`src/rtl/branch_resolve_pkg.sv`:
```
// Shared definitions for the branch resolution slice: BHT counter states and helpers.
// Latency: n/a (types, constants and pure functions only).
// Backpressure: n/a.
package branch_resolve_pkg;

  // 2-bit bimodal counter states; the MSB is the taken prediction.
  typedef enum logic [1:0] {
    SNT = 2'b00,
    WNT = 2'b01,
    WT  = 2'b10,
    ST  = 2'b11
  } bht_state_t;

  // Entries come out of reset weakly not-taken so one taken outcome flips them.
  localparam bht_state_t BHT_RESET = WNT;

  // Byte distance to the sequential instruction.
  localparam int INSTR_STEP = 4;

  // Control-transfer type flags carried with the EX instruction.
  typedef struct packed {
    logic is_br;
    logic is_jal;
    logic is_jalr;
  } cti_kind_t;

  // Saturating counter step: taken moves toward ST, not-taken toward SNT.
  function automatic bht_state_t bht_next(input bht_state_t cur, input logic taken);
    bht_state_t nxt;
    nxt = cur;
    unique case (cur)
      SNT:     nxt = taken ? WNT : SNT;
      WNT:     nxt = taken ? WT  : SNT;
      WT:      nxt = taken ? ST  : WNT;
      ST:      nxt = taken ? ST  : WT;
      default: nxt = cur;
    endcase
    return nxt;
  endfunction

endpackage

```
`src/rtl/branch_resolve_bht_2bit.sv`:
```
// 2-bit bimodal branch history table: one combinational read port, one saturating update port.
// Latency: read is combinational; an update becomes visible to the read port the cycle after its edge.
// Backpressure: none; an update is applied on every edge where upd_en is high.
//
// Ports:
//   clk, rst_n      clock, asynchronous active-low reset (all entries -> WNT)
//   rd_idx          lookup index
//   rd_taken        MSB of the addressed counter (old value during a same-index update)
//   upd_en          apply a saturating update this edge
//   upd_idx         entry to update
//   upd_taken       resolved direction: 1 increments, 0 decrements
module bht_2bit
  import branch_resolve_pkg::*;
#(
  parameter int BHT_IDX = 6
) (
  input  logic               clk,
  input  logic               rst_n,
  input  logic [BHT_IDX-1:0] rd_idx,
  output logic               rd_taken,
  input  logic               upd_en,
  input  logic [BHT_IDX-1:0] upd_idx,
  input  logic               upd_taken
);

  localparam int ENTRIES = 1 << BHT_IDX;

  bht_state_t bht_q [ENTRIES];
  logic [1:0] rd_state;

  always_ff @(posedge clk or negedge rst_n) begin
    if (!rst_n) begin
      for (int i = 0; i < ENTRIES; i++) begin
        bht_q[i] <= BHT_RESET;
      end
    end else if (upd_en) begin
      bht_q[upd_idx] <= bht_next(bht_q[upd_idx], upd_taken);
    end
  end

  // Read straight from the state array: a write at this edge lands after the read.
  assign rd_state = bht_q[rd_idx];
  assign rd_taken = rd_state[1];

endmodule

```
`src/rtl/branch_resolve.sv`:
```
// EX-stage branch resolution: actual direction/target, mispredict detection, redirect pulse, BHT owner.
// Latency: redirect_valid/flush/redirect_pc are registered, one cycle after the resolving edge.
// Backpressure: ex_stall freezes resolution; no handshake on redirect, fetch must take it in the pulse cycle.
//
// Ports:
//   clk, rst_n                      clock, asynchronous active-low reset
//   if_pc / if_pred_taken           fetch-side BHT lookup (combinational)
//   ex_valid, ex_stall              EX occupancy and pipeline hold
//   ex_is_br/ex_is_jal/ex_is_jalr   control-transfer type (at most one set)
//   ex_pc, ex_imm, ex_rs1           operands for target computation
//   comp_res                        branch comparator outcome
//   ex_pred_taken/ex_pred_target    prediction made at fetch
//   redirect_valid, redirect_pc     one-cycle corrected-PC pulse to fetch
//   flush                           kill IF/ID, mirrors redirect_valid
//   br_count, mispred_count         wrapping performance counters
module branch_resolve
  import branch_resolve_pkg::*;
#(
  parameter int XLEN    = 32,
  parameter int BHT_IDX = 6,
  parameter int CNT_W   = 32
) (
  input  logic             clk,
  input  logic             rst_n,
  input  logic [XLEN-1:0]  if_pc,
  output logic             if_pred_taken,
  input  logic             ex_valid,
  input  logic             ex_stall,
  input  logic             ex_is_br,
  input  logic             ex_is_jal,
  input  logic             ex_is_jalr,
  input  logic [XLEN-1:0]  ex_pc,
  input  logic [XLEN-1:0]  ex_imm,
  input  logic [XLEN-1:0]  ex_rs1,
  input  logic             comp_res,
  input  logic             ex_pred_taken,
  input  logic [XLEN-1:0]  ex_pred_target,
  output logic             redirect_valid,
  output logic [XLEN-1:0]  redirect_pc,
  output logic             flush,
  output logic [CNT_W-1:0] br_count,
  output logic [CNT_W-1:0] mispred_count
);

  cti_kind_t       kind;
  logic            is_cti;
  logic            resolve;
  logic            actual_taken;
  logic [XLEN-1:0] jalr_sum;
  logic [XLEN-1:0] target;
  logic [XLEN-1:0] fall_through;
  logic            mispredict;
  logic            raise_redirect;
  logic            unused_if_pc_bits;

  assign kind = '{is_br: ex_is_br, is_jal: ex_is_jal, is_jalr: ex_is_jalr};
  assign is_cti = kind.is_br | kind.is_jal | kind.is_jalr;

  // While a redirect pulse is out, EX holds a wrong-path instruction: it must not resolve.
  assign resolve = ex_valid & ~ex_stall & ~redirect_valid & is_cti;

  // Target arithmetic wraps modulo 2^XLEN; JALR drops bit 0 of the sum.
  assign jalr_sum     = ex_rs1 + ex_imm;
  assign target       = kind.is_jalr ? {jalr_sum[XLEN-1:1], 1'b0} : (ex_pc + ex_imm);
  assign fall_through = ex_pc + XLEN'(INSTR_STEP);
  assign actual_taken = kind.is_br ? comp_res : 1'b1;

  // A target mismatch only matters when both sides agree the transfer is taken.
  assign mispredict = (actual_taken != ex_pred_taken) |
                      (actual_taken & ex_pred_taken & (target != ex_pred_target));

  assign raise_redirect = resolve & mispredict;

  // Pulse is self-clearing: resolve is masked by redirect_valid, so it cannot stretch.
  always_ff @(posedge clk or negedge rst_n) begin
    if (!rst_n) begin
      redirect_valid <= 1'b0;
      redirect_pc    <= '0;
    end else begin
      redirect_valid <= raise_redirect;
      if (raise_redirect) begin
        redirect_pc <= actual_taken ? target : fall_through;
      end
    end
  end

  assign flush = redirect_valid;

  always_ff @(posedge clk or negedge rst_n) begin
    if (!rst_n) begin
      br_count      <= '0;
      mispred_count <= '0;
    end else begin
      if (resolve) begin
        br_count <= br_count + 1'b1;
      end
      if (raise_redirect) begin
        mispred_count <= mispred_count + 1'b1;
      end
    end
  end

  // Only conditional branches train the predictor; jumps are always taken.
  bht_2bit #(
    .BHT_IDX (BHT_IDX)
  ) u_bht (
    .clk       (clk),
    .rst_n     (rst_n),
    .rd_idx    (if_pc[BHT_IDX+1:2]),
    .rd_taken  (if_pred_taken),
    .upd_en    (resolve & kind.is_br),
    .upd_idx   (ex_pc[BHT_IDX+1:2]),
    .upd_taken (comp_res)
  );

  // PC bits outside the index field play no part in the lookup.
  assign unused_if_pc_bits = ^{if_pc[XLEN-1:BHT_IDX+2], if_pc[1:0]};

endmodule

```
`config.mk`:
```
export PLATFORM = sky130hd
export DESIGN_NAME = branch_resolve
export DESIGN_NICKNAME = d
export VERILOG_FILES = /design/src/rtl/branch_resolve_pkg.sv /design/src/rtl/branch_resolve_bht_2bit.sv /design/src/rtl/branch_resolve.sv
export SDC_FILE = /design/constraint.sdc
export NUM_CORES = 1
export LEC_CHECK = 0
export BUFFER_PORTS_ARGS = -buffer_cell sky130_fd_sc_hd__buf_2
export CORE_MARGIN = 1.5
export CORE_UTILIZATION = 50
export CTS_CLUSTER_DIAMETER = 40
export DETAILED_ROUTE_END_ITERATION = 8
export PLACE_DENSITY = 0.72
export SYNTH_ARGS = -nofsm -noshare
export SYNTH_HDL_FRONTEND = slang
export SYNTH_SLANG_ARGS = --single-unit
```
`constraint.sdc`:
```
create_clock -name clk -period 6.55 [get_ports clk]
set_clock_uncertainty 0.1 [all_clocks]
set_input_delay 1.6375 -clock clk [delete_from_list [all_inputs] [get_ports clk]]
set_output_delay 1.6375 -clock clk [all_outputs]
set_load 0.05 [all_outputs]
```
# Word level (Yosys, flattened, before mapping)
# Index checks and enable logic that the tools add are counted.
# W data, S select, Z words.
# totals
regBits,225
out_inout_bits,99
# classes
n_eq_ne,5
muxes,18
reduce_logical,2
addsub,5
bitwise_logic,14
order_cmp,3
# ops
op,count
$bwmux W128,1
$add A32 B1 Y32 const B,2
$add A32 B32 Y32,2
$mux W32,2
$add A32 B3 Y32 const B,1
$ne A32 B32 Y1,1
$bmux W2 S6,2
$mux W2,8
$ge A7 B7 Y1 const B,2
$not A6 Y7,2
$demux W2 S6,1
$pmux W2 S4,1
$and A1 B1 Y1,7
$lt A7 B1 Y1 const B,1
$eq A2 B2 Y1 const B,2
$mux W1,3
$or A1 B1 Y1,3
$eq A2 B1 Y1 const B,1
$logic_not A2 Y1,1
$not A1 Y1,2
$logic_and A1 B1 Y1,1
$ne A1 B1 Y1,1

# Logic depth before layout (Yosys ltp)
# Gate-level depths: netlist of the first run.
# depth
depth_word,8
mapped_depth,16
mapped_depth_nobuf,14

# Hierarchy
# From an unflattened synthesis of the first run, not the netlist that was laid out.
# hier_totals
cells_unflattened,1899
area_unflattened_um2,16527.1
# by_module_without_submodules
module,instances,seq_area_each_um2,cells_per_inst,area_each_um2
branch_resolve,1,2427.3,1231,9809.4
bht_2bit,1,3283.1,668,6717.7

# Worst setup path before layout of the first run
# No wires, ideal clock.
# synth_timing
kind,input -> output
startpoint,input if_pc[2]
endpoint,output if_pred_taken
t_required_ns,4.812
arrival_ns,4.208
cell_stages,5
slack_ns,0.604
path_cell_list,clkbuf_1 buf_1 mux4_2 mux4_2 mux4_2
# synth_between
elab_chain_cells,4
# synth_lines
item,line_no,source
"start, declared",branch_resolve.sv:25,"input logic [XLEN-1:0] if_pc,"
$not A6 Y7 (not written as such),branch_resolve_bht_2bit.sv:42,assign rd_state = bht_q[rd_idx];
$bmux W2 S6,branch_resolve_bht_2bit.sv:42,
$mux W2 (not written as such) (2 in series),branch_resolve_bht_2bit.sv:42,
"end, declared",branch_resolve.sv:26,"output logic if_pred_taken,"
# No other way between the ends. The select of a mux whose other input is x is not followed.

# Worst setup path in the final report of the first run
# layout_timing
startpoint,input ex_imm[4]
endpoint,register redirect_pc[31]
# layout_between
elab_chain_cells,6
# layout_lines
item,line_no,source
"start, declared",branch_resolve.sv:33,"input logic [XLEN-1:0] ex_imm,"
"$add A32 B32 Y32, on equally long branches","branch_resolve.sv:64, branch_resolve.sv:63",
$mux W32 (*),branch_resolve.sv:64,"assign target = kind.is_jalr ? {jalr_sum[XLEN-1:1], 1'b0} : (ex_pc + ex_imm);"
$ne A32 B32 Y1,branch_resolve.sv:70,(actual_taken & ex_pred_taken & (target != ex_pred_target));
$and A1 B1 Y1,branch_resolve.sv:70,
$or A1 B1 Y1,branch_resolve.sv:69,assign mispredict = (actual_taken != ex_pred_taken) |
$and A1 B1 Y1,branch_resolve.sv:72,assign raise_redirect = resolve & mispredict;
"end signal, assigned",branch_resolve.sv:82,redirect_pc <= actual_taken ? target : fall_through;
"end, declared",branch_resolve.sv:39,"output logic [XLEN-1:0] redirect_pc,"
# Every way passes the cells marked *; elsewhere a longest branch is shown, timed or not.
# A chain may end at the register's enable or synchronous reset.

==> impl_metrics.env, run 1 <==
export IMPL_dp_slack_ps=6.10
export IMPL_htree_num_levels=1
export IMPL_wl_per_cell_um=21.0
export IMPL_mappedNetlistArea_um2=16600
export IMPL_syn_avg_cell_area_um2=9.46
export IMPL_floorplan_core_area_um2=32600
export IMPL_post_route_antenna_net_violation_count=0
export IMPL_critical_path_startpoint_type="primary input"
export IMPL_power_static_leakage_nw=8.56
export IMPL_drc_violation_count_after_routing=0
export IMPL_dr_total_vias=14970
export IMPL_cts_buffers_inserted=29
export IMPL_post_synth_inst_count=1756
export IMPL_sequentialPowerShare=0.343
export IMPL_synth_xor_xnor_area_share=0.0862
export IMPL_post_synth_and_or_nand_nor_area_fraction=0.178
export IMPL_grt_util_all_layers=0.294
export IMPL_fill_cells=2821
export IMPL_multiplexer_area_fraction_after_synthesis=0.152
export IMPL_synthesized_net_count=1992
export IMPL_cp_end_kind="flip-flop"
export IMPL_peakVddDrop_v=0.000303
export IMPL_clk_transition_reported_paths_ps=60
export IMPL_power_share_switching=0.368
export IMPL_finalWorstPathRequiredPeriod_ps=6010
export IMPL_critPathKind="in -> reg"
export IMPL_ys_warnings_count=0
export IMPL_setup_violations=0
export IMPL_cts_sinks=225
export IMPL_status="completed"
export IMPL_postSynth_topFlopCell="sky130_fd_sc_hd__dfrtp_1"
export IMPL_synth_fa_ha_area_frac=0.0526
export IMPL_main_combinational_cell_family_by_area_after_synthesis="simple AND/OR/NAND/NOR gates"
export IMPL_initial_antenna_violation_count=6
export IMPL_period_utilization=0.918
export IMPL_finalWeightedCongestion=0.936
export IMPL_number_of_synthesized_flops_with_an_enable_pin=0
export IMPL_tritoncts="yes"
export IMPL_yosys_cell_types_count=86
export IMPL_critical_path_peak_fanout=10
export IMPL_seq_area_frac_synth=0.344
export IMPL_setup_tns_final_ps=0
export IMPL_dr_pass1_iters=7
export IMPL_die_height_um=185
export IMPL_required_ps=6870
export IMPL_maximum_number_of_pins_on_one_net_before_global_route_repair=142
export IMPL_max_slew_margin=0.309
export IMPL_rsz0062_at_grt="false"
export IMPL_drv_slew=0
export IMPL_fraction_of_layout_cells_with_a_size_suffix_above_1=0.291
export IMPL_final_nets=2200
export IMPL_cts_resized=0
export IMPL_comb_power_share=0.321
export IMPL_synth_async_sr_flop_share=1.00
export IMPL_multi_input_comb_area_um2=10400
export IMPL_worst_skew_late_latency_ps=550
export IMPL_io_buffers=241
export IMPL_dr_first_iter_drc_count=1166
export IMPL_seqCellArea_um2=5710
export IMPL_boundaryPins=268
export IMPL_grt_pass1_wl_um=79100
export IMPL_area_growth_syn_to_layout_pct=16.1
export IMPL_die_area_um2=34300
export IMPL_die_width_um=185
export IMPL_p_int_mw=3.04
export IMPL_fin_ws_ps=537
export IMPL_postCtsSetupRepairBufs=0
export IMPL_cts_root_buffer="sky130_fd_sc_hd__clkbuf_16"
export IMPL_placementRows=66
export IMPL_grt_pass1_vias=14464
export IMPL_crit_arrival_ps=6330
export IMPL_max_cap_violations=0
export IMPL_grt_overflow_total=0
export IMPL_clockPowerShare=0.337
export IMPL_fmax_mhz=166
export IMPL_detail_route_vias_per_cell=6.16
export IMPL_clock_buffer_depth=3
export IMPL_hpwl_after_detailed_placement_um=39000
export IMPL_tightestPinTransition_ps=1030
export IMPL_hold_path_class="reg -> reg"
export IMPL_ys_ff_latch=225
export IMPL_net_switching_power_mw=1.77
export IMPL_power_density_of_the_placed_cells_nw_per_um2=249
export IMPL_start_util=0.509
export IMPL_synth_compound_area_frac=0.157
export IMPL_wirelength_um=51100
export IMPL_cts_hold_repair_buffers=0
export IMPL_finalHoldViolations=0
cells in the mapped netlist, types with 14 or more instances:
cell / count / share of area
sky130_fd_sc_hd__mux4_2: 21 / 0.028
sky130_fd_sc_hd__xor2_1: 66 / 0.035
sky130_fd_sc_hd__a22oi_1: 41 / 0.019
sky130_fd_sc_hd__nor3_1: 39 / 0.012
sky130_fd_sc_hd__a22o_1: 14 / 0.0074
sky130_fd_sc_hd__inv_1: 24 / 0.0054
sky130_fd_sc_hd__xnor2_1: 87 / 0.046
sky130_fd_sc_hd__a21o_1: 15 / 0.0068
sky130_fd_sc_hd__nand4_1: 47 / 0.018
sky130_fd_sc_hd__nand3_1: 57 / 0.017
sky130_fd_sc_hd__dfrtp_1: 161 / 0.24
sky130_fd_sc_hd__a21oi_1: 92 / 0.028
sky130_fd_sc_hd__nor4_1: 24 / 0.0090
sky130_fd_sc_hd__nand2_1: 176 / 0.040
sky130_fd_sc_hd__o21ai_0: 81 / 0.024
sky130_fd_sc_hd__mux2_1: 23 / 0.016
sky130_fd_sc_hd__or3_1: 20 / 0.0075
sky130_fd_sc_hd__nor2_1: 120 / 0.027
sky130_fd_sc_hd__and3_1: 20 / 0.0075
sky130_fd_sc_hd__ha_1: 65 / 0.049
sky130_fd_sc_hd__mux2i_1: 22 / 0.013
sky130_fd_sc_hd__and4_1: 18 / 0.0095
sky130_fd_sc_hd__clkbuf_1: 77 / 0.017
sky130_fd_sc_hd__and2_1: 14 / 0.0053
sky130_fd_sc_hd__mux2_2: 139 / 0.094
sky130_fd_sc_hd__dfstp_2: 64 / 0.10
placed cells by master, fill, tap and decap left out, types with 6 or more instances in the layout:
cell type                   count
sky130_fd_sc_hd__nand3_1       57
sky130_fd_sc_hd__xnor2_1       87
sky130_fd_sc_hd__dfstp_2       64
sky130_fd_sc_hd__a21boi_0       7
sky130_fd_sc_hd__mux4_2        21
sky130_fd_sc_hd__o21a_1        12
sky130_fd_sc_hd__and4_1        18
sky130_fd_sc_hd__nor4b_1        6
sky130_fd_sc_hd__o211ai_1       9
sky130_fd_sc_hd__and2_1        14
sky130_fd_sc_hd__a21o_1        15
sky130_fd_sc_hd__buf_4         36
sky130_fd_sc_hd__xor2_1        66
sky130_fd_sc_hd__nand4_1       47
sky130_fd_sc_hd__ha_1          65
sky130_fd_sc_hd__a211oi_1      11
sky130_fd_sc_hd__nand2b_1      10
sky130_fd_sc_hd__nor3b_1       11
sky130_fd_sc_hd__a22oi_1       41
sky130_fd_sc_hd__a221oi_1      12
sky130_fd_sc_hd__nor3_1        38
sky130_fd_sc_hd__mux2i_1       22
sky130_fd_sc_hd__mux2_2       139
sky130_fd_sc_hd__clkbuf_16     29
sky130_fd_sc_hd__a22o_1        14
sky130_fd_sc_hd__nor2_1       120
sky130_fd_sc_hd__and3_1        20
sky130_fd_sc_hd__nand2_1      176
sky130_fd_sc_hd__clkbuf_1       9
sky130_fd_sc_hd__or3_1         20
sky130_fd_sc_hd__nor4_1        24
sky130_fd_sc_hd__a21oi_1       92
sky130_fd_sc_hd__o21ai_0       80
sky130_fd_sc_hd__o31ai_1        8
sky130_fd_sc_hd__mux2_1        23
sky130_fd_sc_hd__buf_2        240
sky130_fd_sc_hd__inv_1         24
sky130_fd_sc_hd__dfrtp_1      161
sky130_fd_sc_hd__a31oi_1       12
worst max-delay path, stage by stage:
cell	delay, ps
sky130_fd_sc_hd__buf_2	130
sky130_fd_sc_hd__ha_1	360
sky130_fd_sc_hd__a21o_1	250
sky130_fd_sc_hd__a31o_2	240
sky130_fd_sc_hd__o21ai_0	350
sky130_fd_sc_hd__a21boi_0	150
sky130_fd_sc_hd__o31ai_1	690
sky130_fd_sc_hd__xor2_1	120
sky130_fd_sc_hd__a2111oi_0	440
sky130_fd_sc_hd__buf_4	200
sky130_fd_sc_hd__nand4_1	190
sky130_fd_sc_hd__or4_4	590
sky130_fd_sc_hd__nor3_4	220
sky130_fd_sc_hd__nand2b_2	180
sky130_fd_sc_hd__buf_4	190
sky130_fd_sc_hd__mux2_2	350
power by group through the flow:
stage	Clock (mW)	Combinational [mW]	Sequential, mW
3_5_place_dp	0	1.53	1.67
3_3_place_gp	0	1.51	1.66
5_1_grt	1.70	1.65	1.67
2_1_floorplan	0	0.685	2.02
6_report	1.62	1.54	1.65
4_1_cts	1.64	1.54	1.65
sequential cells by signal, indices dropped and copies added, names as in the netlist:
signal	cells
br_count	32
flush	1
mispred_count	32
redirect_pc	32
u_bht.bht_q	128
stage by stage:
stage | utilization | area, µm² | total power, mW | std cells | hold slack (ps)
global placement | 0.560 | 18300 | 3.17 | 2375 | 353
detailed placement | 0.560 | 18300 | 3.20 | 2375 | 359
CTS | 0.591 | 19300 | 4.82 | 2429 | 368
finish | 0.591 | 19300 | 4.81 | 2430 | 363
floorplan | - | 16600 | 2.70 | 1756 | 397
global route | 0.591 | 19300 | 5.02 | 2429 | 391
kinds of logic after synthesis:
| family | after synthesis |
|---|---|
| and+or+nand+nor | 591 |
| adders and majority gates | 69 |
| AOI/OAI and AO/OA | 383 |
| buffers and inverters | 126 |
| muxes | 205 |
| DFF | 225 |
| xor gates and xnor gates | 157 |
path summary, 6_finish.rpt:
path	from	to	slack (ps)	depth (start not counted)
worst max-delay path	ex_imm[4]	redirect_pc[31]	540	16
worst min-delay path	mispred_count[31]	mispred_count[31]	360	1
worst max register to register	flush	br_count[28]	2570	12
worst min register to register	mispred_count[31]	mispred_count[31]	360	1
max in group asynchronous	rst_n	redirect_pc[23]	4000	2
min in group asynchronous	rst_n	u_bht.bht_q[97]	1150	1
area by class of cell:
type                       count  area share
antenna                        1    0.000130
clock inverter                13      0.0100
multi-input combinational   1405       0.540
timing repair buffer         278      0.0782
clock buffer                  41      0.0415
inverter                      25     0.00487
tap                          442      0.0287
sequential                   225       0.296
per-layer routing:
metal	GRT usage	vias to the layer above	routed length (µm)	part of all wire
li1	-	6966	-	-
met1	0.392	7257	21600	0.42
met2	0.465	604	23000	0.45
met3	0.0647	135	4310	0.084
met4	0.114	8	2100	0.041
met5	0	-	52	0.0010
(Power assumes the default switching activity.)
==> inputs of run 2 (changes only) <==
- CELL_PAD_IN_SITES_DETAIL_PLACEMENT: not set -> 0
- CELL_PAD_IN_SITES_GLOBAL_PLACEMENT: not set -> 1
- CORE_UTILIZATION: 50 -> 45
- PLACE_DENSITY: 0.72 -> not set
- PLACE_DENSITY_LB_ADDON: not set -> 0.1
==> run 2 against run 1 <==
Effect of this change:
- critical path type unchanged
- die area is 11% higher
- largest cell class unchanged
- critical path depth is 1 higher
- hold slack worse by 1.3 ps
- register-to-register slack worse by 170 ps
- cell count is 1.7% higher
- utilization is 5.5 points lower
- sequential power hardly changed
==> impl_metrics.env, run 2 (synthesis gave the netlist of run 1 again) <==
export IMPL_critical_path_startpoint_type="primary input"
export IMPL_leading_cell_type_in_the_layout_fill_and_taps_excluded="sky130_fd_sc_hd__buf_2"
export IMPL_critical_path_peak_fanout=13
export IMPL_die_width_um=195
export IMPL_dr_pass1_iters=5
export IMPL_power_static_leakage_nw=8.68
export IMPL_power_share_switching=0.366
export IMPL_placementRows=70
export IMPL_layout_cells_most_common_list="sky130_fd_sc_hd__buf_2 (240), sky130_fd_sc_hd__nand2_1 (176), sky130_fd_sc_hd__dfrtp_1 (161), sky130_fd_sc_hd__mux2_2 (139), sky130_fd_sc_hd__nor2_1 (120)"
export IMPL_fin_ws_ps=318
export IMPL_grt_pass1_wl_um=81200
export IMPL_finalWorstPathRequiredPeriod_ps=6230
export IMPL_comb_power_share=0.306
export IMPL_cts_hold_repair_buffers=0
export IMPL_peakVddDrop_v=0.000228
export IMPL_net_switching_power_mw=1.85
export IMPL_worst_r2r_cell_count=12
export IMPL_setup_violations=0
export IMPL_cts_root_buffer="sky130_fd_sc_hd__clkbuf_16"
export IMPL_postLayoutCoreUtil=0.536
export IMPL_hold_path_class="reg -> reg"
export IMPL_finalHoldViolations=0
export IMPL_drc_violation_count_after_routing=0
export IMPL_p_total_mw=5.05
export IMPL_cts_sinks=225
export IMPL_largest_register="u_bht.bht_q"
export IMPL_htree_num_levels=2
export IMPL_period_utilization=0.951
export IMPL_area_growth_syn_to_layout_pct=17.7
export IMPL_min_delay_path_depth=1
export IMPL_die_area_um2=38100
export IMPL_clockPowerShare=0.369
export IMPL_fmax_mhz=160
export IMPL_wl_per_cell_um=21.4
export IMPL_sequentialPowerShare=0.325
export IMPL_dr_total_vias=14787
export IMPL_largest_reg_flops=128
export IMPL_max_cap_violations=0
export IMPL_status="completed"
export IMPL_tritoncts="yes"
export IMPL_die_height_um=195
export IMPL_io_buffers=241
export IMPL_grt_pass1_vias=14182
export IMPL_power_density_of_the_placed_cells_nw_per_um2=259
export IMPL_required_ps=6870
export IMPL_fill_cells=3428
export IMPL_tightestPinTransition_ps=1120
export IMPL_floorplan_core_area_um2=36400
export IMPL_dr_first_iter_drc_count=1077
export IMPL_worst_skew_late_latency_ps=540
export IMPL_finalWeightedCongestion=0.896
export IMPL_cp_end_kind="flip-flop"
export IMPL_rsz0062_at_grt="false"
export IMPL_crit_arrival_ps=6560
export IMPL_cts_resized=0
export IMPL_final_nets=2211
export IMPL_maximum_number_of_pins_on_one_net_before_global_route_repair=126
export IMPL_post_route_antenna_net_violation_count=0
export IMPL_initial_antenna_violation_count=5
export IMPL_critPathKind="in -> reg"
export IMPL_detail_route_vias_per_cell=5.98
export IMPL_start_util=0.456
export IMPL_hpwl_after_detailed_placement_um=39600
export IMPL_fraction_of_layout_cells_with_a_size_suffix_above_1=0.297
export IMPL_clk_transition_reported_paths_ps=60
export IMPL_cts_buffers_inserted=36
export IMPL_dp_slack_ps=-160
export IMPL_max_slew_margin=0.254
export IMPL_p_int_mw=3.21
export IMPL_clock_buffer_depth=3
export IMPL_wirelength_um=52900
export IMPL_grt_overflow_total=0
export IMPL_drv_slew=0
export IMPL_boundaryPins=268
export IMPL_grt_util_all_layers=0.274
export IMPL_postCtsSetupRepairBufs=0
run 2: worst paths after layout:
kind	start	to	slack (ps)
min reg2reg	mispred_count[31]	mispred_count[31]	360
min in group asynchronous	rst_n	mispred_count[3]	1070
max reg2reg	flush	br_count[28]	2400
max in group asynchronous	rst_n	br_count[22]	4090
max	ex_pc[4]	redirect_pc[31]	320
min	mispred_count[31]	mispred_count[31]	360
run 2: cell type report:
| class | count | area [µm²] | share of cell area |
|---|---|---|---|
| multi-input cells | 1405 | 10400 | 0.533 |
| flip-flops and latches | 225 | 5710 | 0.292 |
| repair buffers | 282 | 1550 | 0.0793 |
| clock buffers | 50 | 1020 | 0.0524 |
| well taps | 468 | 586 | 0.0300 |
| clock inverters | 15 | 156 | 0.00800 |
| inverters | 25 | 93.8 | 0.00480 |
| diodes | 1 | 2.50 | 0.000128 |
run 2: critical path: stages:
cell and delay (ps):
sky130_fd_sc_hd__buf_2 120, sky130_fd_sc_hd__ha_1 310, sky130_fd_sc_hd__a21o_1 240, sky130_fd_sc_hd__a31o_2 250, sky130_fd_sc_hd__o21ai_0 270, sky130_fd_sc_hd__buf_4 180
sky130_fd_sc_hd__a21boi_0 70, sky130_fd_sc_hd__o31ai_1 680, sky130_fd_sc_hd__xor2_1 170, sky130_fd_sc_hd__a2111oi_0 610, sky130_fd_sc_hd__buf_4 230, sky130_fd_sc_hd__nand4_1 220
sky130_fd_sc_hd__or4_4 610, sky130_fd_sc_hd__nor3_4 210, sky130_fd_sc_hd__nand2b_2 190, sky130_fd_sc_hd__buf_4 220, sky130_fd_sc_hd__mux2_2 350
run 2: stage by stage:
stage | hold slack (ps) | std cells | setup TNS, ps | area [µm²]
after global placement | 351 | 2405 | -2630 | 18400
after CTS | 365 | 2470 | 0 | 19500
final | 362 | 2471 | 0 | 19500
after floorplan | 397 | 1756 | 0 | 16600
after global routing | 384 | 2470 | 0 | 19500
after detailed placement | 358 | 2405 | -6060 | 18400
run 2: metal layers:
| metal | part of all wire | vias up | GRT usage |
|---|---|---|---|
| met4 | 0.026 | 8 | 0.0856 |
| met3 | 0.081 | 81 | 0.0584 |
| li1 | - | 7000 | - |
| met5 | 0.0011 | - | 0 |
| met1 | 0.45 | 7110 | 0.388 |
| met2 | 0.44 | 588 | 0.419 |
run 2: power groups by stage:
stage / Sequential [mW] / Clock, mW / Combinational [mW]
after floorplan: 2.02 / 0 / 0.685
after global placement: 1.66 / 0 / 1.53
after detailed placement: 1.66 / 0 / 1.54
after CTS: 1.64 / 1.90 / 1.55
after global routing: 1.66 / 1.96 / 1.66
final: 1.64 / 1.86 / 1.55
